`src/rtl/ll_input.sv`:
```
// Lunar-lander keypad front end: synchronizes and debounces the pushbuttons,
// decodes accepted keys into thrust digits or display selection, and produces the update tick.
module ll_input #(
    parameter int          DEBOUNCE    = 4,
    parameter int          TICK_DIV    = 25,
    parameter logic [15:0] THRUST_INIT = 16'h0005
) (
    input  logic        hz100,
    input  logic        reset,
    input  logic [20:0] pb,
    output logic        key_valid,
    output logic [4:0]  key_code,
    output logic [15:0] thrust_o,
    output logic        thrust_wr,
    output logic [1:0]  disp_sel,
    output logic        tick
);

    localparam logic [3:0] DEB_LAST  = 4'(DEBOUNCE);
    localparam logic [7:0] TICK_LAST = 8'(TICK_DIV - 1);

    typedef enum logic [1:0] {IDLE, ARMING, HELD, RELEASING} state_t;

    logic [20:0] sync1_q, sync2_q;
    state_t      state_q;
    logic [3:0]  cnt_q;
    logic [4:0]  cand_q;
    logic [7:0]  tcnt_q, tcnt_d;
    logic [4:0]  code;
    logic        pressed;

    always_ff @(posedge hz100) begin
        if (reset) begin
            sync1_q <= '0;
            sync2_q <= '0;
        end else begin
            sync1_q <= pb;
            sync2_q <= sync1_q;
        end
    end

    // Priority encoder: later (higher-index) bits override earlier ones.
    always_comb begin
        code = 5'd0;
        for (int i = 0; i < 21; i++) begin
            if (sync2_q[i]) code = 5'(i);
        end
        pressed = |sync2_q;
    end

    always_ff @(posedge hz100) begin
        if (reset) begin
            state_q   <= IDLE;
            cnt_q     <= 4'd0;
            cand_q    <= 5'd0;
            key_valid <= 1'b0;
            key_code  <= 5'd0;
            thrust_o  <= THRUST_INIT;
            thrust_wr <= 1'b0;
            disp_sel  <= 2'd0;
        end else begin
            key_valid <= 1'b0;
            thrust_wr <= 1'b0;
            case (state_q)
                IDLE: begin
                    if (pressed) begin
                        state_q <= ARMING;
                        cnt_q   <= 4'd1;
                        cand_q  <= code;
                    end
                end
                ARMING: begin
                    if (!pressed) begin
                        state_q <= IDLE;
                        cnt_q   <= 4'd0;
                    end else if (code != cand_q) begin
                        cand_q <= code;
                        cnt_q  <= 4'd1;
                    end else if (cnt_q == DEB_LAST) begin
                        state_q   <= HELD;
                        key_valid <= 1'b1;
                        key_code  <= cand_q;
                        if (cand_q <= 5'd9) begin
                            thrust_o  <= {12'h000, cand_q[3:0]};
                            thrust_wr <= 1'b1;
                        end else begin
                            case (cand_q)
                                5'd19:   disp_sel <= 2'd0;
                                5'd18:   disp_sel <= 2'd1;
                                5'd17:   disp_sel <= 2'd2;
                                5'd16:   disp_sel <= 2'd3;
                                default: ;
                            endcase
                        end
                    end else begin
                        cnt_q <= cnt_q + 4'd1;
                    end
                end
                HELD: begin
                    // Extra buttons while held are deliberately ignored.
                    if (!pressed) begin
                        state_q <= RELEASING;
                        cnt_q   <= 4'd1;
                    end
                end
                RELEASING: begin
                    if (pressed) begin
                        state_q <= HELD;
                    end else if (cnt_q == DEB_LAST) begin
                        state_q <= IDLE;
                        cnt_q   <= 4'd0;
                    end else begin
                        cnt_q <= cnt_q + 4'd1;
                    end
                end
                default: state_q <= IDLE;
            endcase
        end
    end

    // Tick is registered from the next count so it is high exactly while the count sits at its last value.
    always_comb begin
        tcnt_d = (tcnt_q == TICK_LAST) ? 8'd0 : tcnt_q + 8'd1;
    end

    always_ff @(posedge hz100) begin
        if (reset) begin
            tcnt_q <= 8'd0;
            tick   <= 1'b0;
        end else begin
            tcnt_q <= tcnt_d;
            tick   <= (tcnt_d == TICK_LAST);
        end
    end

endmodule

```
`config.mk`:
```
export PLATFORM = sky130hd
export DESIGN_NAME = ll_input
export DESIGN_NICKNAME = d
export VERILOG_FILES = /design/src/rtl/ll_input.sv
export SDC_FILE = /design/constraint.sdc
export NUM_CORES = 1
export LEC_CHECK = 0
export CORE_MARGIN = 2
export CORE_UTILIZATION = 50
export CTS_BUF_LIST = sky130_fd_sc_hd__clkbuf_4 sky130_fd_sc_hd__clkbuf_8 sky130_fd_sc_hd__clkbuf_16
export DETAILED_ROUTE_END_ITERATION = 16
export PLACE_DENSITY = 0.81
export SYNTH_ARGS = -nofsm -noshare
export SYNTH_HDL_FRONTEND = slang
export SYNTH_SLANG_ARGS = --single-unit
```
`constraint.sdc`:
```
create_clock -name hz100 -period 8.25 [get_ports hz100]
set_input_delay 2.0625 -clock hz100 [delete_from_list [all_inputs] [get_ports hz100]]
set_output_delay 2.0625 -clock hz100 [all_outputs]
set_load 0.005 [all_outputs]
```
==> reports/qor.csv, run 1 <==
stage,metric,value,unit
pwr,netSwitchingPower,174,uW
cts,cts_root_buffer,clkbuf_8,
global_route,grt_max_degree,72,
placement,dp_hpwl,3610,um
critical_path,cp_data_required_time,6.19,ns
cts,postCtsHoldBufs,0,
hold_path,hold_class,reg -> reg,
sta,relSlewSlack,37.7,%
critical_path,max_stage_delay,0.51,ns
drt,num_vias,2286,
pwr,peakVddDrop,0.0000913,V
hold_path,hold_depth,1,
critical_path,critPathMaxFanout,2,
critical_path,worstPathCellList,clkdlybuf4s50_1,
synth,seq_area_frac_synth,48.5,%
synth,synth_top_family_by_area,simple AND/OR/NAND/NOR gates,
critical_path,reg2reg_depth,7,
floorplanning,dieArea,6840,um^2
hold_path,min_from,sync1_q[9],
global_route,grt_pass1_wl,8110,um
cts,cts_resized,0,
cts,cts.path.max_buffers,2,
drt,drc,0,
sta,tightest_slew,0.927,ns
drt,postRouteAntennaNets,0,
global_route,antenna_found_initial,0,
pwr,p_sw_share,25.1,%
synth,async_flop_share,0,%
synth,ys_warn_count,0,
critical_path,cp_slowest_cell,clkdlybuf4s50_1,
sta,finalHoldViolCount,0,
floorplanning,fp.dieH,82.7,um
cells_and_area,layout_common_cells,"dfxtp_1, nor2b_1, nor2_1",
cells_and_area,n_antenna_cell,0,
synth,ys_ff_latch,75,
pwr,combinationalPowerShare,11.1,%
cts,cts_buffers,9,
global_route,grt_overflow,0,
floorplanning,std_cell_rows,28,
sta,finalClockSkew,0.00783,ns
critical_path,critPathBufInv,1,
global_route,grtUsageTotal,15.8,%
cells_and_area,layout_commonest_cell,dfxtp_1,
sta,period_share,39.6,%
drt,finalWirelength,5030,um
synth,synth_xor_area_share,2.26,%
cells_and_area,fill_cells,554,
cells_and_area,num-nets-final,390,
sta,fmax,0.306,GHz
cts,clock_latency,0.34,ns
hold_path,hold_path_end,sync2_q[9],
sta,setup_violations,0,
floorplanning,die_w,82.7,um
floorplanning,core,5960,um^2
cells_and_area,syn_to_final_growth,16.5,%
cts,htree_num_levels,3,
sta,min_period,3.26,ns
pwr,p_clk_share,32.6,%
cts,cts.sinks,75,
job,max-cap-violations,0,
floorplanning,pin_count,49,
synth,synth_ff_type,dfxtp_1,
critical_path,timing.rr.end,cnt_q[1],
critical_path,cp.arrival,1.20,ns
sta,hold-worst-slack,0.436,ns
drt,firstDrtPassIters,4,
critical_path,crit_type,reg -> out,
cells_and_area,final_layout_size_suffix_gt1_share,6.83,%
cells_and_area,utilization,60.6,%
pwr,power_density,193,nW/um^2
critical_path,crit_family,buffers and inverters,
drt,viasPerCell,5.18,
drt,drt_iter0_drc,132,
cts,clkTransAtPathRegs,0.07,ns
pwr,leakage,0.00141,uW
sta,rsz0062_at_grt,false,
synth,ys_types,54,
sta,drv_slew,0,
critical_path,rr_startpoint,sync2_q[12],
critical_path,reg2reg_slack,5.18,ns
synth,synthCells,329,
floorplanning,floorplan.initialDensity,52.0,%
critical_path,worst_setup_path_start_kind,flip-flop,
status,outcome,completed,
sta,tns,0,ns
synth,muxShareOfSynthArea,2.91,%
synth,synth_area,3100,um^2
pwr,p_int,521,uW
global_route,grt_pass1_vias,2012,
synth,synth-edff-count,0,
placement,place.gp.congestion,0.791,
synth,syn_avg_cell_area,9.42,um^2
pwr,p_seq_share,56.3,%
critical_path,end_kind,output port,
synth,synth_compound_area_share,12.0,%
cts,cts_tree,built,
drt,wl_per_cell,11.4,um
synth,yosys.area_share.simple,26.5,%
placement,numPortBuffers,36,
synth,synth_fa_ha_area_share,1.62,%
cts,cts_setup_buffers,0,
[worst max-delay path by stage]
stage                     cells past startpoint         from          end  slack, ns
after CTS                                     1  thrust_o[0]  thrust_o[0]       4.96
final                                         1  thrust_o[0]  thrust_o[0]       4.99
after detailed placement                      5        reset     cnt_q[1]       4.87
after global routing                          1  thrust_o[0]  thrust_o[0]       4.92
after global placement                        5        reset     cnt_q[1]       4.90
after floorplan                               5        reset  thrust_o[2]       5.17
[layout make-up]
cell class | instances | area [um^2] | share of cell area (%)
well taps | 75 | 93.8 | 2.60
multi-input cells | 227 | 1450 | 40.1
clock inverters | 5 | 32.5 | 0.901
inverters | 13 | 48.8 | 1.35
clock buffers | 9 | 124 | 3.43
flip-flops and latches | 75 | 1500 | 41.6
repair buffers | 37 | 363 | 10.1
[routing by layer]
| metal | global-route usage (%) | vias up | routed length [um] |
|---|---|---|---|
| li1 | - | 1176 | - |
| met1 | 15.6 | 1032 | 2160 |
| met2 | 28.8 | 66 | 2510 |
| met5 | 0 | - | 0 |
| met3 | 4.78 | 12 | 242 |
| met4 | 9.34 | 0 | 125 |
[power groups by stage]
stage	Clock [uW]	Sequential, uW	Combinational (uW)
after floorplan	0	394	64.8
after global placement	0	399	75.1
after detailed placement	0	400	77.0
after CTS	235	392	77.4
after global routing	248	394	85.7
final	227	391	76.8
[kinds of logic (layout without fill, tap and decap cells)]
family	count (synthesis)	count (layout)
other	1	12
muxes	9	9
DFF	75	75
and+or+nand+nor	145	145
adders and majority gates	4	4
buffers and inverters	38	64
xor gates and xnor gates	8	8
AOI/OAI and AO/OA	49	49
[per-stage QoR]
step | worst slack [ns] | area, um^2 | cells | power (uW)
2_1_floorplan | 5.17 | 3140 | 340 | 458
3_3_place_gp | 4.90 | 3450 | 427 | 474
3_5_place_dp | 4.87 | 3450 | 427 | 477
4_1_cts | 4.96 | 3610 | 441 | 704
5_1_grt | 4.92 | 3610 | 441 | 727
6_report | 4.99 | 3610 | 441 | 695
[synth_stat cells (all sizes together) (3+ instances only)]
library cell	number	area, um^2
dfxtp	75	1500
nor2b	45	282
nor2	37	139
buf	15	105
nand3	14	82.6
inv	13	48.8
clkbuf	10	37.5
a21oi	9	48.8
mux2i	9	90.1
nand2	9	33.8
o21ai	8	40.0
nor3	7	40.0
a211oi	5	37.5
or3	5	31.3
xnor2	5	43.8
ha	4	50.1
nand2b	4	25.0
nor4	4	40.0
a211o	3	26.3
a221oi	3	26.3
a31oi	3	18.8
and3	3	18.8
nand3b	3	22.5
nand4	3	18.8
xor2	3	26.3
[registers in the layout, indices dropped and copies added (netlist names), 2 cells and up, named ones only]
register / flops
cand_q: 5
cnt_q: 4
disp_sel: 2
key_code: 5
sync1_q: 21
sync2_q: 21
tcnt_q: 8
thrust_o: 4
(Power assumes the default switching activity.)
==> run 2: changes to the inputs <==
Settings changed: CORE_UTILIZATION 50 to 48.
Clock period 8.25 ns to 2.8 ns, I/O delays scaled along.
==> reports/qor.csv, run 2 (synthesized netlist as in run 1, its figures left out) <==
stage,metric,value,unit
critical_path,worst_setup_path_start_kind,flip-flop,
cts,cts_root_buffer,clkbuf_8,
placement,place.gp.congestion,0.844,
floorplanning,pin_count,49,
pwr,leakage,0.00144,uW
critical_path,critPathMaxFanout,7,
sta,relSlewSlack,67.0,%
cells_and_area,finalInstanceArea,3700,um^2
placement,dp_slack,0.0924,ns
global_route,grt_max_degree,44,
drt,drt_iter0_drc,129,
cts,clock_latency,0.35,ns
cells_and_area,layout_common_cells,"dfxtp_1, nor2b_1, nor2_1",
sta,drv_slew,0,
cells_and_area,top_regs,"sync1_q (21), sync2_q (21), tcnt_q (8)",
floorplanning,core,6280,um^2
global_route,grt_pass1_vias,2158,
status,outcome,completed,
global_route,grt_overflow,0,
pwr,peakVddDrop,0.000382,V
critical_path,cp_common_cell,a211oi_1,
cts,cts.sinks,75,
critical_path,cp_data_required_time,3.07,ns
hold_path,hold_class,reg -> reg,
sta,finalClockSkew,0.00788,ns
sta,hold-worst-slack,0.439,ns
cts,postCtsHoldBufs,0,
drt,drc,0,
cts,cts_tree,built,
cells_and_area,n_antenna_cell,0,
critical_path,max_stage_delay,0.55,ns
cts,htree_num_levels,3,
drt,viasPerCell,5.06,
sta,finalHoldViolCount,0,
cells_and_area,num-nets-final,396,
sta,period_share,95.5,%
drt,finalWirelength,5220,um
sta,final.setup.worst_slack,0.126,ns
placement,dp_hpwl,3720,um
critical_path,cp_slowest_cell,or4_1,
critical_path,cp.arrival,2.94,ns
floorplanning,floorplan.initialDensity,49.4,%
drt,wl_per_cell,11.6,um
sta,tns,0,ns
critical_path,crit_family,simple AND/OR/NAND/NOR gates,
floorplanning,dieArea,7110,um^2
global_route,antenna_found_initial,0,
cells_and_area,layout_commonest_cell,dfxtp_1,
sta,rsz0062_at_grt,true,
drt,num_vias,2283,
critical_path,critPathBufInv,1,
global_route,grt_pass1_wl,8900,um
sta,fmax,0.374,GHz
sta,tightest_slew,0.491,ns
sta,setup_violations,0,
floorplanning,fp.dieH,84.3,um
placement,numPortBuffers,36,
cts,clkTransAtPathRegs,0.07,ns
cts,cts_buffers,9,
cts,cts.path.max_buffers,2,
cells_and_area,syn_to_final_growth,19.3,%
critical_path,end_kind,flip-flop,
placement,dpl-instance-area,3480,um^2
cells_and_area,final_layout_size_suffix_gt1_share,9.89,%
critical_path,crit_type,reg -> reg,
job,max-cap-violations,0,
critical_path,worstPathCellList,or4_1 -> or2_4 -> nor3_2 -> a211oi_1 -> a2111oi_4 -> buf_4 -> nand3_4 -> or3_1 -> a211oi_1,
drt,firstDrtPassIters,5,
floorplanning,die_w,84.3,um
sta,min_period,2.67,ns
pwr,power_density,572,nW/um^2
global_route,grtUsageTotal,15.5,%
floorplanning,std_cell_rows,29,
drt,postRouteAntennaNets,0,
[run 2: cell count changes in the layout (fill, tap and decap cells not counted), sizes merged]
cell / before / now
buf: 2 / 8
clkinvlp: 0 / 2
clkbuf: 9 / 10
clkinv: 5 / 4
[run 2: layer usage]
metal,global-route usage [%],share of wire [%],vias to the layer above,routed length [um]
li1,-,-,1192,-
met1,17.9,47,1035,2430
met2,25.5,47,47,2470
met3,3.74,3.9,9,206
met4,10.5,2.3,0,118
met5,0,0,-,0
[run 2: per-stage QoR]
stage	cells	utilization [%]	power, uW
floorplan	340	-	1350
global placement	432	55.4	1400
detailed placement	432	55.4	1410
CTS	448	58.2	2120
global route	451	58.9	2210
finish	451	58.9	2110
[run 2: path summary, 6_finish.rpt]
kind | from | endpoint | slack [ns] | depth (start not counted)
setup / recovery | sync2_q[12] | thrust_o[1] | 0.13 | 9
hold / removal | sync1_q[18] | sync2_q[18] | 0.44 | 1
setup reg to reg | sync2_q[12] | thrust_o[1] | 0.13 | 9
hold reg to reg | sync1_q[18] | sync2_q[18] | 0.44 | 1
[run 2: timing repair]
item,in CTS,in global routing
endpoints found under the setup margin,0,10
buffers inserted,0,3
resized for setup,0,6
[run 2: cell type report]
class                      instances  area (um^2)
sequential                        75         1500
inverter                          13         48.8
multi-input combinational        227         1470
clock inverter                     6         42.5
fill                             541         2580
clock buffer                      10          131
timing repair buffer              43          408
tap                               77         96.3
[run 2: power by group]
group | internal (uW) | switching, uW | leakage, uW
clock network | 331 | 386 | 0.0000857
registers | 1110 | 46.4 | 0.000616
logic | 123 | 118 | 0.000742
total | 1560 | 551 | 0.00144
